$ cat config.mk
export PLATFORM = sky130hd
export DESIGN_NAME = id_stage
export DESIGN_NICKNAME = d
export VERILOG_FILES = /design/src/rtl/mips_defs.sv /design/src/rtl/id_stage_gpr.sv /design/src/rtl/id_stage.sv
export SDC_FILE = /design/constraint.sdc
export NUM_CORES = 2
export LEC_CHECK = 0
export BUFFER_PORTS_ARGS = -buffer_cell sky130_fd_sc_hd__buf_2
export CAP_MARGIN = 20
export CORE_ASPECT_RATIO = 0.6
export CORE_MARGIN = 4
export CORE_UTILIZATION = 40
export DETAILED_ROUTE_END_ITERATION = 12
export HOLD_SLACK_MARGIN = 0.05
export SETUP_SLACK_MARGIN = 0.2
export SKIP_CTS_REPAIR_TIMING = 1
export SYNTH_ARGS = -nofsm -noshare
export SYNTH_HDL_FRONTEND = slang
export SYNTH_SLANG_ARGS = --single-unit
export TNS_END_PERCENT = 20
$ cat constraint.sdc
create_clock -name clk -period 48 [get_ports clk]
set_clock_uncertainty 0.1 [all_clocks]
set_input_delay 9.6 -clock clk [delete_from_list [all_inputs] [get_ports clk]]
set_output_delay 9.6 -clock clk [all_outputs]
set_load 0.02 [all_outputs]
$ cat src/rtl/mips_defs.sv
// mips_defs: shared MIPS opcode/funct encodings and reset PC
package mips_defs;
  localparam logic [5:0] OP_RTYPE = 6'h00;
  localparam logic [5:0] OP_J     = 6'h02;
  localparam logic [5:0] OP_JAL   = 6'h03;
  localparam logic [5:0] OP_BEQ   = 6'h04;
  localparam logic [5:0] OP_ORI   = 6'h0d;
  localparam logic [5:0] OP_LUI   = 6'h0f;
  localparam logic [5:0] OP_LW    = 6'h23;
  localparam logic [5:0] OP_SW    = 6'h2b;
  localparam logic [5:0] FN_JR    = 6'h08;
  localparam logic [5:0] FN_ADDU  = 6'h21;
  localparam logic [5:0] FN_SUBU  = 6'h23;
  localparam logic [31:0] RESET_PC = 32'h0000_3000;
endpackage

$ cat src/rtl/id_stage_gpr.sv
// gpr: 32x32 register file, two async reads with write-before-read bypass, $0 hardwired to zero
module gpr (
  input  logic        clk,
  input  logic        reset,
  input  logic [4:0]  ra1,
  input  logic [4:0]  ra2,
  output logic [31:0] rd1,
  output logic [31:0] rd2,
  input  logic        we,
  input  logic [4:0]  wa,
  input  logic [31:0] wd
);
  logic [31:0] r_mem [32];
  always_ff @(posedge clk or posedge reset)
    if (reset) for (int i = 0; i < 32; i++) r_mem[i] <= '0;
    else if (we && wa != 5'd0) r_mem[wa] <= wd;
  always_comb begin
    rd1 = ra1 == 5'd0 ? 32'd0 : (we && wa == ra1) ? wd : r_mem[ra1];
    rd2 = ra2 == 5'd0 ? 32'd0 : (we && wa == ra2) ? wd : r_mem[ra2];
  end
endmodule

$ cat src/rtl/id_stage.sv
// id_stage: IF/ID register, register file, decode, operand forwarding, branch resolution and hazard stall
module id_stage #(
  parameter logic [31:0] RESET_PC = mips_defs::RESET_PC
) (
  input  logic        clk,
  input  logic        reset,
  input  logic [31:0] instr_if,
  input  logic [31:0] pc_if,
  input  logic        wb_we,
  input  logic [4:0]  wb_addr,
  input  logic [31:0] wb_data,
  input  logic        ex_regwrite,
  input  logic        ex_memtoreg,
  input  logic [4:0]  ex_dst,
  input  logic        mem_regwrite,
  input  logic        mem_memtoreg,
  input  logic [4:0]  mem_dst,
  input  logic [31:0] mem_result,
  output logic        pc_en,
  output logic [31:0] pc_id,
  output logic [31:0] instr_id,
  output logic        branch,
  output logic        zero,
  output logic        j,
  output logic        jal,
  output logic        jr,
  output logic [31:0] beq_npc,
  output logic [31:0] tr_rd1_id,
  output logic [31:0] rd2_id,
  output logic [31:0] imm_ext,
  output logic [4:0]  dst_id,
  output logic        bubble
);
  import mips_defs::*;
  logic [31:0] r_pc, r_instr, w_gpr1, w_gpr2;
  logic [5:0]  w_op, w_fn;
  logic [4:0]  w_rs, w_rt, w_rd;
  logic [15:0] w_imm;
  logic w_addu, w_subu, w_ori, w_lui, w_lw, w_sw, w_beq, w_j, w_jal, w_jr;
  logic w_use_rs, w_use_rt, w_ex_rs, w_ex_rt, w_ld_rs, w_ld_rt, w_stall;
  always_ff @(posedge clk or posedge reset)
    if (reset) begin
      r_instr <= '0;
      r_pc    <= RESET_PC;
    end else if (pc_en) begin
      r_instr <= instr_if;
      r_pc    <= pc_if;
    end
  gpr u_gpr (
    .clk(clk), .reset(reset),
    .ra1(w_rs), .ra2(w_rt), .rd1(w_gpr1), .rd2(w_gpr2),
    .we(wb_we), .wa(wb_addr), .wd(wb_data)
  );
  always_comb begin
    w_op     = r_instr[31:26];
    w_fn     = r_instr[5:0];
    w_rs     = r_instr[25:21];
    w_rt     = r_instr[20:16];
    w_rd     = r_instr[15:11];
    w_imm    = r_instr[15:0];
    w_addu   = w_op == OP_RTYPE && w_fn == FN_ADDU;
    w_subu   = w_op == OP_RTYPE && w_fn == FN_SUBU;
    w_jr     = w_op == OP_RTYPE && w_fn == FN_JR;
    w_ori    = w_op == OP_ORI;
    w_lui    = w_op == OP_LUI;
    w_lw     = w_op == OP_LW;
    w_sw     = w_op == OP_SW;
    w_beq    = w_op == OP_BEQ;
    w_j      = w_op == OP_J;
    w_jal    = w_op == OP_JAL;
    w_use_rs = w_addu || w_subu || w_ori || w_lw || w_sw || w_beq || w_jr;
    w_use_rt = w_addu || w_subu || w_sw || w_beq;
    w_ex_rs  = ex_regwrite && ex_dst != 5'd0 && ex_dst == w_rs;
    w_ex_rt  = ex_regwrite && ex_dst != 5'd0 && ex_dst == w_rt;
    w_ld_rs  = mem_regwrite && mem_memtoreg && mem_dst != 5'd0 && mem_dst == w_rs;
    w_ld_rt  = mem_regwrite && mem_memtoreg && mem_dst != 5'd0 && mem_dst == w_rt;
    // branches resolve here, so any in-flight producer of their operands stalls them
    w_stall  = (ex_memtoreg && ((w_use_rs && w_ex_rs) || (w_use_rt && w_ex_rt)))
            || (w_beq && (w_ex_rs || w_ex_rt || w_ld_rs || w_ld_rt))
            || (w_jr && (w_ex_rs || w_ld_rs));
  end
  always_comb begin
    pc_id     = r_pc;
    instr_id  = r_instr;
    pc_en     = !w_stall;
    bubble    = w_stall;
    branch    = w_beq && !w_stall;
    j         = w_j && !w_stall;
    jal       = w_jal && !w_stall;
    jr        = w_jr && !w_stall;
    tr_rd1_id = w_rs == 5'd0 ? 32'd0
              : (mem_regwrite && !mem_memtoreg && mem_dst == w_rs) ? mem_result : w_gpr1;
    rd2_id    = w_rt == 5'd0 ? 32'd0
              : (mem_regwrite && !mem_memtoreg && mem_dst == w_rt) ? mem_result : w_gpr2;
    zero      = tr_rd1_id == rd2_id;
    beq_npc   = r_pc + {{14{w_imm[15]}}, w_imm, 2'b00};
    imm_ext   = w_ori ? {16'd0, w_imm} : w_lui ? {w_imm, 16'd0} : {{16{w_imm[15]}}, w_imm};
    dst_id    = (w_addu || w_subu) ? w_rd : (w_ori || w_lui || w_lw) ? w_rt : w_jal ? 5'd31 : 5'd0;
  end
endmodule

After elaboration in Yosys (flattened, before gate mapping)
Cells that the tools add are included.
Storage, ports and cells
  bits in registers: 1088
  output and inout port bits: 204
Cells by class
  $add $sub $neg: 1
  magnitude comparators: 4
  equality and inequality tests: 17
  multiplexer cells: 20
  bitwise operators: 3
  reduce and logical (&&, ||, !) cells: 51
Operators by type and width (count)
  bitwise mux 1024 bit: 1
  two-way mux 32 bit: 12
  binary-select mux 32 bit (select 5 bit): 2
  demux 32 bit (select 5 bit): 1
  adder 32 bit: 1
  == test 32 bit: 1
  two-way mux 31 bit: 1
  == test 5 bit: 6
  logical AND 1 bit: 26
  == test 6 bit (second input constant): 4
  == test 6 x 4 -> 1 bit (second input constant): 3
  >= comparator 6 bit (second input constant): 3
  inverter 5 -> 6 bit: 3
  logical OR 1 bit: 17
  two-way mux 5 bit: 3
  nonzero test 5 bit: 3
  == test 6 x 2 -> 1 bit (second input constant): 2
  logical NOT 5 bit: 2
  == test 6 x 3 -> 1 bit (second input constant): 1
  logical NOT 6 bit: 1
  < comparator 6 x 1 -> 1 bit (second input constant): 1
  logical NOT 1 bit: 2

Longest topological paths before layout
  word-level depth: 15
  depth in mapped cells: 17

Cells and area by module
A second synthesis with hierarchy kept.
Unflattened totals
  cells, all modules: 4495
  area total of the unflattened synthesis: 60933.4 µm²
By module, submodules not included
  gpr: instances 1, cells an instance 3789, area an instance 54938.9 µm², seq. area each 25624.6 µm²
  id_stage: instances 1, cells an instance 706, area an instance 5994.5 µm², seq. area each 1604.0 µm²

Worst setup path after synthesis
OpenSTA, ideal clock, no wires.
  path kind: input -> output
  start: in wb_addr[2]
  end: out zero
  arrival: 12.881 ns
  required time: 38.300 ns
  path slack: 25.419 ns
  cell stages on the path: 12
  path through: clkbuf_1 -> xor2_1 -> nor4_1 -> and3_1 -> clkbuf_1 -> clkbuf_1 -> a21oi_1 -> a211oi_1 -> xnor2_1 -> nand4_1 -> or4_1 -> nor4_2
Between the ends
  word-level cells in the longest chain between the ends: 6
  elaborated cells on any way between the ends: 11
  those cells by class: eq/ne: 3; mux: 6; reduce/logical: 2
RTL lines
  start, declared: line id_stage.sv:10  | input logic [4:0] wb_addr,
  == test 5 bit: line id_stage_gpr.sv:19  | rd2 = ra2 == 5'd0 ? 32'd0 : (we && wa == ra2) ? wd : r_mem[ra2];
  logical AND 1 bit: line id_stage_gpr.sv:19
  two-way mux 32 bit: line id_stage_gpr.sv:19
  two-way mux 32 bit: line id_stage.sv:94  | : (mem_regwrite && !mem_memtoreg && mem_dst == w_rt) ? mem_result : w_gpr2;
  two-way mux 32 bit: line id_stage.sv:93  | rd2_id = w_rt == 5'd0 ? 32'd0
  net rd2_id[6]: line id_stage.sv:29  | output logic [31:0] rd2_id,
  == test 32 bit: line id_stage.sv:95  | zero = tr_rd1_id == rd2_id;
  end, declared: line id_stage.sv:23  | output logic zero,
The timed path passes the listed nets, and every way through them passes these cells.

Worst setup path after layout
  start: in wb_addr[2]
  end: out zero
Between the ends
  word-level cells in the longest chain between the ends: 6
  elaborated cells on any way between the ends: 11
  those cells by class: eq/ne: 3; mux: 6; reduce/logical: 2
RTL lines (line)
  == test 5 bit, on equally long branches: id_stage_gpr.sv:18, id_stage_gpr.sv:19
  logical AND 1 bit, on equally long branches: id_stage_gpr.sv:18, id_stage_gpr.sv:19
  two-way mux 32 bit, on equally long branches: id_stage_gpr.sv:18, id_stage_gpr.sv:19
  two-way mux 32 bit, on equally long branches: id_stage.sv:92, id_stage.sv:94
  two-way mux 32 bit, on equally long branches: id_stage.sv:91, id_stage.sv:93
  == test 32 bit (*): id_stage.sv:95
Every way passes the cells marked *; elsewhere a longest branch is shown, timed or not.

==> reports/metrics.csv <==
metric,value,unit
clock_sinks,1088,
die-area,0.157,mm²
antenna_found_initial,22,
synth.distinct_cells,70,
r2r-end,pc_id[27]$_DFFE_PP0N_,
placed_cell_area,0.0635,mm²
reg2reg_setup_slack,43.54,ns
drv_cap,0,
ant_nets,0,
hold_violations,0,
route.met2.wl,95500,µm
clock_latency,0.75,ns
grt_max_degree,169,
wire_per_inst,35.9,µm
synth.avg_cell_area,13.8,µm²
final_cell_mix,"mux2_2, dfrtp_1, mux4_2",
grt_pass1_vias,42100,
numCtsBuffers,108,
end_kind,output port,
gr-usage-all-layers,29.5,%
die_w,508,µm
root_buffer,clkbuf_16,
grt_first_pass_wirelength,331000,µm
worstPathMaxFanout,34,
final.setup.tns,0,ns
ys_warn_count,0,
netlist.area_leader.share,45.3,%
cts_tree,yes,
dr.first_iter.drc_count,6012,
coreArea,0.148,mm²
vias,43300,
leakage,0.0292,µW
htree_num_levels,3,
rsz0062_at_grt,false,
die_h,308,µm
gp_congestion,0.912,
viasPerCell,6.60,
drive_above_1_share,48.6,%
critical_path_required,38.30,ns
cts.clk_slew.worst_paths,0.07,ns
netlist_area,0.0600,mm²
worst_hold_path.endpoint,u_gpr.r_mem[1002]$_DFFE_PP0P_,
p_per_area,40.9,mW/mm²
place_hpwl,141000,µm
worst_pin_slew,1.28,ns
total_power,2750,µW
cp.arrival,14.01,ns
dp_slack,24.35,ns
rr_worst_depth,10,
crit_start,wb_addr[2],
crit-reg2reg-launch,instr_id[29]$_DFFE_PP0N_,
num_rows,109,
overflow,0,
final_common_cell,mux2_2,
area_growth,12.0,%
route.met3.wl,29500,µm
cp-start-kind,input port,
wl_met1,99900,µm
hold_ws,0.301,ns
hp-start,u_gpr.r_mem[1002]$_DFFE_PP0P_,
synth_flop_cell,dfrtp_1,
initial_core_util,40.5,%
fmax,42.2,MHz
detail_route.first_pass.iterations,6,
wl,235000,µm
relSlewSlack,14.3,%
finish.instance_area,0.0672,mm²
synthArstFlopShare,100,%
port_buffers,353,
synth_top_area_cell,dfrtp_1,
status,"complete, no violations",
min_path_type,flop to flop,
hold_depth,0,
setup_viol,0,
slew_violations,0,
final_nets,4641,
critPathKind,input port to output port,
clockBufferDepth,3,
syn-num-nets,4518,
finalWorstSetupSlack,24.29,ns
io_pins,354,
synth_area_leaders,"dfrtp_1, mux2_2, mux4_2",
drc_errors,0,
syn_inst,4338,
synth_edf_count,0,
fin_crit_sh,49.4,%
irDropWorstVdd,0.0000334,V
top_layer,met5,
period_minus_slack,23.71,ns
yosysSeqAreaShare,45.4,%
ys_ff_latch,1088,
## cell type report
class                   instances  area, µm²
diodes                         10       25.0
clock buffers                 162       3200
clock inverters                35        464
fillers                     13300      80900
inverters                      20       82.6
multi-input cells            2773      31000
flip-flops and latches       1088      27300
well taps                    1998       2500
repair buffers                470       2750
## state kept, by name (all words and copies together) (netlist names)
| name | count |
|---|---|
| u_gpr.r_mem | 1024 |
| pc_id | 32 |
| instr_id | 32 |
## report_power, final
group	internal, µW	total [µW]	leakage [µW]	switching (µW)
registers	1080	1220	0.0139	133
clock network	504	900	0.00180	396
logic	327	634	0.0136	307
## synthesized netlist by cell type (6+ instances only)
| cell type | number |
|---|---|
| a211oi_1 | 36 |
| a21o_1 | 26 |
| a21oi_1 | 83 |
| a221o_1 | 14 |
| a221oi_1 | 34 |
| a22o_1 | 27 |
| a22oi_1 | 98 |
| a31oi_1 | 6 |
| a32oi_1 | 12 |
| and2_1 | 23 |
| and3_1 | 11 |
| buf_1 | 60 |
| buf_2 | 86 |
| buf_4 | 33 |
| buf_6 | 8 |
| clkbuf_1 | 270 |
| dfrtp_1 | 1086 |
| ha_1 | 29 |
| inv_1 | 17 |
| mux2_2 | 1083 |
| mux2i_1 | 240 |
| mux4_2 | 409 |
| nand2_1 | 128 |
| nand2b_1 | 13 |
| nand3_1 | 30 |
| nand3b_1 | 7 |
| nand4_1 | 19 |
| nor2_1 | 87 |
| nor2b_1 | 14 |
| nor3_1 | 18 |
| nor4_1 | 10 |
| o211a_1 | 6 |
| o211ai_1 | 14 |
| o21ai_0 | 63 |
| o21ai_1 | 6 |
| o221ai_1 | 59 |
| o22ai_1 | 14 |
| or3_1 | 6 |
| xnor2_1 | 58 |
| xor2_1 | 28 |
## layer usage
metal / global-route usage, % / vias to the layer above
met5: 0 / -
met4: 11.1 / 10
li1: - / 17000
met2: 39.9 / 2680
met1: 43.0 / 23100
met3: 10.8 / 516
## through the flow
stage | cells | utilization, %
finish | 6556 | 45.4
global route | 6553 | 45.4
CTS | 6546 | 45.4
detailed placement | 6349 | 42.9
global placement | 6348 | 42.9
floorplan | 4338 | -
## worst max path at each step
stage,slack [ns],to,cells after the start
global route,24.20,zero,13
detailed placement,24.35,zero,13
CTS,24.36,zero,13
finish,24.29,zero,13
floorplan,7.67,instr_id[0]$_DFFE_PP0N_,1
global placement,24.44,zero,13
## worst max-delay path, cell delays in order
cell and delay (ns):
buf_2 0.16, xor2_1 0.17, nor4_1 0.32, and3_2 0.24, buf_4 0.45, or3_1 0.85
a211oi_1 0.14, a221o_1 0.34, xnor2_1 0.19, nand3_1 0.20, or4_1 0.61, nor4_2 0.47
buf_2 0.25
## cell families after synthesis
family | after synthesis | share of synthesized area [%]
mux | 1732 | 39.7
flops | 1088 | 45.4
simple gates | 389 | 3.15
xor+xnor | 86 | 1.26
buf+inv | 477 | 3.47
compound gates | 536 | 6.45
fa+ha+maj | 30 | 0.638
No activity file was read; power rests on OpenSTA's default activity.
